**src/rtl/lut_target_encoder.sv**
```systemverilog
// lut_target_encoder: reverse lookup of a target offset to its table index; define LUT_ALLOC_EN to allocate entries on a miss
module lut_target_encoder #(
    parameter int ENTRIES = 4,
    parameter int IW      = 2,
    parameter int TW      = 10
) (
    input  logic          Clk,
    input  logic          Reset,
    input  logic          WrEn,
    input  logic [IW-1:0] WrAddr,
    input  logic [TW-1:0] WrData,
    input  logic          ReqValid,
    input  logic [TW-1:0] ReqTarget,
    output logic          ReqReady,
    output logic          RespValid,
    input  logic          RespReady,
    output logic          RespHit,
    output logic [IW-1:0] RespIndex,
    output logic          Busy
);
    typedef enum logic [1:0] {IDLE, SCAN, RESP} state_t;
    state_t        state, state_n;
    logic [TW-1:0] tbl [ENTRIES];
    logic [TW-1:0] tgt, tgt_n;
    logic [IW-1:0] ptr, ptr_n, idx_n, miss_idx;
    logic          hit_n, match, last, scan_miss;
`ifdef LUT_ALLOC_EN
    logic [IW-1:0] alloc_ptr;
    assign miss_idx = alloc_ptr;
`else
    assign miss_idx = '0;
`endif
    assign match     = tbl[ptr] == tgt;
    assign last      = ptr == IW'(ENTRIES - 1);
    assign scan_miss = state == SCAN && !match && last;
    assign ReqReady  = state == IDLE;
    assign RespValid = state == RESP;
    assign Busy      = state != IDLE;
    // table storage: reset image, allocation on a miss, external writes take priority
    always_ff @(posedge Clk or posedge Reset) begin
        if (Reset) begin
            for (int i = 0; i < ENTRIES; i++)
                tbl[i] <= i == 0 ? {TW{1'b1}} : i == 1 ? TW'(3) : i == 2 ? TW'(7) : TW'(1);
        end else begin
`ifdef LUT_ALLOC_EN
            if (scan_miss) tbl[alloc_ptr] <= tgt;
`endif
            if (WrEn) tbl[WrAddr] <= WrData;
        end
    end
`ifdef LUT_ALLOC_EN
    // round-robin allocation pointer, advances on every miss
    always_ff @(posedge Clk or posedge Reset) begin
        if (Reset) alloc_ptr <= '0;
        else if (scan_miss) alloc_ptr <= alloc_ptr + IW'(1);
    end
`endif
    // FSM and datapath registers
    always_ff @(posedge Clk or posedge Reset) begin
        if (Reset) begin
            state     <= IDLE;
            tgt       <= '0;
            ptr       <= '0;
            RespHit   <= 1'b0;
            RespIndex <= '0;
        end else begin
            state     <= state_n;
            tgt       <= tgt_n;
            ptr       <= ptr_n;
            RespHit   <= hit_n;
            RespIndex <= idx_n;
        end
    end
    // next state: capture request, scan ascending, hold result until accepted
    always_comb begin
        state_n = state;
        tgt_n   = tgt;
        ptr_n   = ptr;
        hit_n   = RespHit;
        idx_n   = RespIndex;
        case (state)
            IDLE: if (ReqValid) begin
                tgt_n   = ReqTarget;
                ptr_n   = '0;
                state_n = SCAN;
            end
            SCAN: if (match) begin
                hit_n   = 1'b1;
                idx_n   = ptr;
                state_n = RESP;
            end else if (last) begin
                hit_n   = 1'b0;
                idx_n   = miss_idx;
                state_n = RESP;
            end else begin
                ptr_n = ptr + IW'(1);
            end
            RESP: if (RespReady) state_n = IDLE;
            default: state_n = IDLE;
        endcase
    end
endmodule

```
**config.mk**
```make
export PLATFORM = sky130hd
export DESIGN_NAME = lut_target_encoder
export DESIGN_NICKNAME = d
export VERILOG_FILES = /design/src/rtl/lut_target_encoder.sv
export SDC_FILE = /design/constraint.sdc
export NUM_CORES = 1
export LEC_CHECK = 0
export CORE_MARGIN = 4
export CORE_UTILIZATION = 40
export DETAILED_ROUTE_END_ITERATION = 10
export GPL_TIMING_DRIVEN = 0
export PLACE_DENSITY = 0.67
export RECOVER_POWER = 50
export REMOVE_ABC_BUFFERS = 1
export SKIP_CTS_REPAIR_TIMING = 1
export SLEW_MARGIN = 20
export SYNTH_ARGS = -nofsm -noshare
export SYNTH_HDL_FRONTEND = slang
export SYNTH_SLANG_ARGS = --single-unit
```
**constraint.sdc**
```tcl
create_clock -name Clk -period 3.3 [get_ports Clk]
set_input_delay 0.99 -clock Clk [delete_from_list [all_inputs] [get_ports Clk]]
set_output_delay 0.99 -clock Clk [all_outputs]
set_load 0.02 [all_outputs]
```
==> impl_metrics.json <==
{
  "area_growth_pct": 21.7,
  "hold_ws_ns": 0.479,
  "critical_path_depth": 5,
  "antenna_found_initial": 0,
  "synth_edf_count": 0,
  "grt_max_degree": 58,
  "clk_path_buf_depth": 2,
  "start_util_pct": 42.3,
  "grt_pass1_wl_mm": 8.62,
  "totalPowerFinal_mw": 2.76,
  "grt_overflow": 0,
  "finalSetupViolCount": 0,
  "async_reset_ff_share_pct": 100,
  "drc": 0,
  "worst_slew_pin_slew_ns": 1.16,
  "netlist_area_sq_um": 2750,
  "ys_ff_latch": 57,
  "dp_slack_ns": 0.484,
  "reg2reg_setup_slack_ns": 0.48,
  "worst_hold_path_type": "reg2reg",
  "ys.flop_type": "dfrtp_1",
  "drive_gt1_share_pct": 33.9,
  "fin_area_sq_um": 3350,
  "die_area_sq_um": 8270,
  "wl_per_cell_um": 16.1,
  "slew_headroom_pct": 22.8,
  "timing.final.crit_share_pct": 85.5,
  "yosysTopAreaCellShare_pct": 37.3,
  "cts_buffers": 9,
  "clock.fmax_ghz": 0.354,
  "core_area_sq_um": 6490,
  "first_global_vias": 1736,
  "vdd_ir_drop_max_v": 0.000248,
  "die_w_um": 90.9,
  "crit_fanout": 16,
  "multi_input_area_sq_um": 1250,
  "io_pins": 33,
  "cts.sinks": 57,
  "row_count": 29,
  "p_per_area_nw_per_um2": 825,
  "totalWireLength_mm": 5.27,
  "maxCapViolations": 0,
  "antenna_cells": 0,
  "dp_hpwl_mm": 3.51,
  "dieHeight_um": 90.9,
  "netlist_instances": 212,
  "rsz0062_at_grt": "no",
  "wl_met3_um": 219,
  "hold_viol_final": 0,
  "final-seq-area_sq_um": 1450,
  "place.gp.congestion": 0.735,
  "cp.buffers_inverters": 0,
  "h-tree-depth": 3,
  "synth_cell_types": 36,
  "drt-met1-wl_mm": 2.46,
  "finClkSkew_ns": 0.00443,
  "period_minus_slack_ns": 2.82,
  "vias_per_cell": 5.19,
  "synth_area_leader_cell": "dfrtp_1",
  "required_ns": 3.51,
  "drtPass1Iterations": 4,
  "dp_cells": 312,
  "slowest_delay_ns": 0.83,
  "drt_iter0_markers": 101,
  "synth.top_cells.by_area": "dfrtp_1 37%, mux2_2 16%, dfstp_2 15%, mux4_2 5.7%, nand2_1 4.9%",
  "dr_wl_met2_mm": 2.48,
  "min_path_cells": 2,
  "path_class": "reg2reg",
  "highest_layer": "met4",
  "clkTransAtPathRegs_ns": 0.06,
  "power_leakage_nw": 1.42,
  "synth_commonest_cells": "41 x dfrtp_1, 40 x mux2_2, 36 x nand2_1, 16 x dfstp_2, 10 x xor2_1",
  "ys_seq_area_share_pct": 52.6,
  "setup_ws_ns": 0.479,
  "tns_ns": 0,
  "portBuffers": 32,
  "layout.nets": 274,
  "clk_latency_ns": 0.33,
  "status": "finished, final reports clean",
  "critPathSlowestCell": "dfrtp_1",
  "ant_nets": 0,
  "grt_usage_pct": 13.6,
  "slew_viol_final": 0,
  "cp.arrival_ns": 3.04,
  "worstRegToRegCells": 5,
  "yosys_warnings": 0,
  "synth.most_common_cell": "dfrtp_1",
  "dpl_cell_area_sq_um": 3140,
  "instances_no_fill": 328,
  "end_kind": "flop",
  "crit_chain": "mux4_2 > xor2_1 > nor4_4 > a2111oi_1 > or3_1",
  "num_vias": 1703,
  "crit_path_start_kind": "flop",
  "tritoncts": "built",
  "syn-mean-instance-area_sq_um": 13.0,
  "final_core_util_pct": 51.6,
  "fillers": 583,
  "clockRootBuffer": "clkbuf_8",
  "crit_family": "simple AND/OR/NAND/NOR gates"
}
## cell type report
| cell class | instances | area share, % |
|---|---|---|
| flip-flops and latches | 57 | 43.2 |
| inverters | 2 | 0.224 |
| well taps | 77 | 2.88 |
| multi-input cells | 142 | 37.5 |
| repair buffers | 34 | 10.0 |
| clock buffers | 14 | 5.16 |
| clock inverters | 2 | 1.05 |
## power by group
group | switching [mW] | internal, mW | leakage, nW
registers | 0.192 | 0.911 | 0.658
logic | 0.484 | 0.498 | 0.656
clock network | 0.268 | 0.410 | 0.107
## state kept, by name, summed over array words and instances (netlist names)
| name | cells |
|---|---|
| state | 2 |
| RespIndex | 2 |
| tgt | 10 |
| RespHit | 1 |
| ptr | 2 |
| tbl | 40 |
## placed cells by master, fill, tap and decap left out, types with 2 or more instances in the layout
master / count
and2_1: 2
buf_4: 2
clkbuf_1: 2
clkbuf_8: 12
clkdlybuf4s50_1: 30
dfrtp_1: 41
dfstp_2: 16
dlygate4sd3_1: 2
mux2_2: 40
mux2i_1: 4
mux4_2: 7
nand2_1: 36
nand2b_1: 3
nand3b_1: 3
nor2_1: 2
nor2b_1: 4
nor3b_2: 2
nor4_4: 2
o2111ai_1: 3
o211ai_1: 5
o21a_1: 2
o21ai_0: 3
xnor2_1: 2
xor2_1: 10
## final timing paths
path / startpoint / endpoint
setup / recovery: ptr[0]$_DFFE_PP0P_ / ptr[0]$_DFFE_PP0P_
hold reg to reg: RespHit$_DFFE_PP0P_ / RespHit$_DFFE_PP0P_
setup reg to reg: ptr[0]$_DFFE_PP0P_ / ptr[0]$_DFFE_PP0P_
max in group asynchronous: Reset / tbl[2]$_DFFE_PP0P_
min in group asynchronous: Reset / tgt[0]$_DFFE_PP0P_
hold / removal: RespHit$_DFFE_PP0P_ / RespHit$_DFFE_PP0P_
## metal layers
layer	vias to the layer above	GRT usage, %
met4	0	6.41
met2	34	20.8
met3	11	4.33
li1	821	-
met1	837	17.8
met5	-	0
## kinds of logic (layout without fill, tap and decap cells)
| logic type | after synthesis | in the layout | share of synthesized area (%) |
|---|---|---|---|
| AND/OR/NAND/NOR | 58 | 58 | 11.1 |
| flip-flops | 57 | 57 | 52.6 |
| multiplexers | 52 | 52 | 24.5 |
| AO/OA/AOI/OAI | 19 | 19 | 5.32 |
| buffers and inverters | 13 | 52 | 2.14 |
| XOR/XNOR | 12 | 12 | 3.82 |
| adder cells (fa/ha/maj) | 1 | 1 | 0.455 |
## worst register-to-register path: stages (launching register included)
cell and delay [ns]:
dfrtp_1 0.83, mux4_2 0.62, xor2_1 0.19, nor4_4 0.51
a2111oi_1 0.16, or3_1 0.39
(Power assumes the default switching activity.)
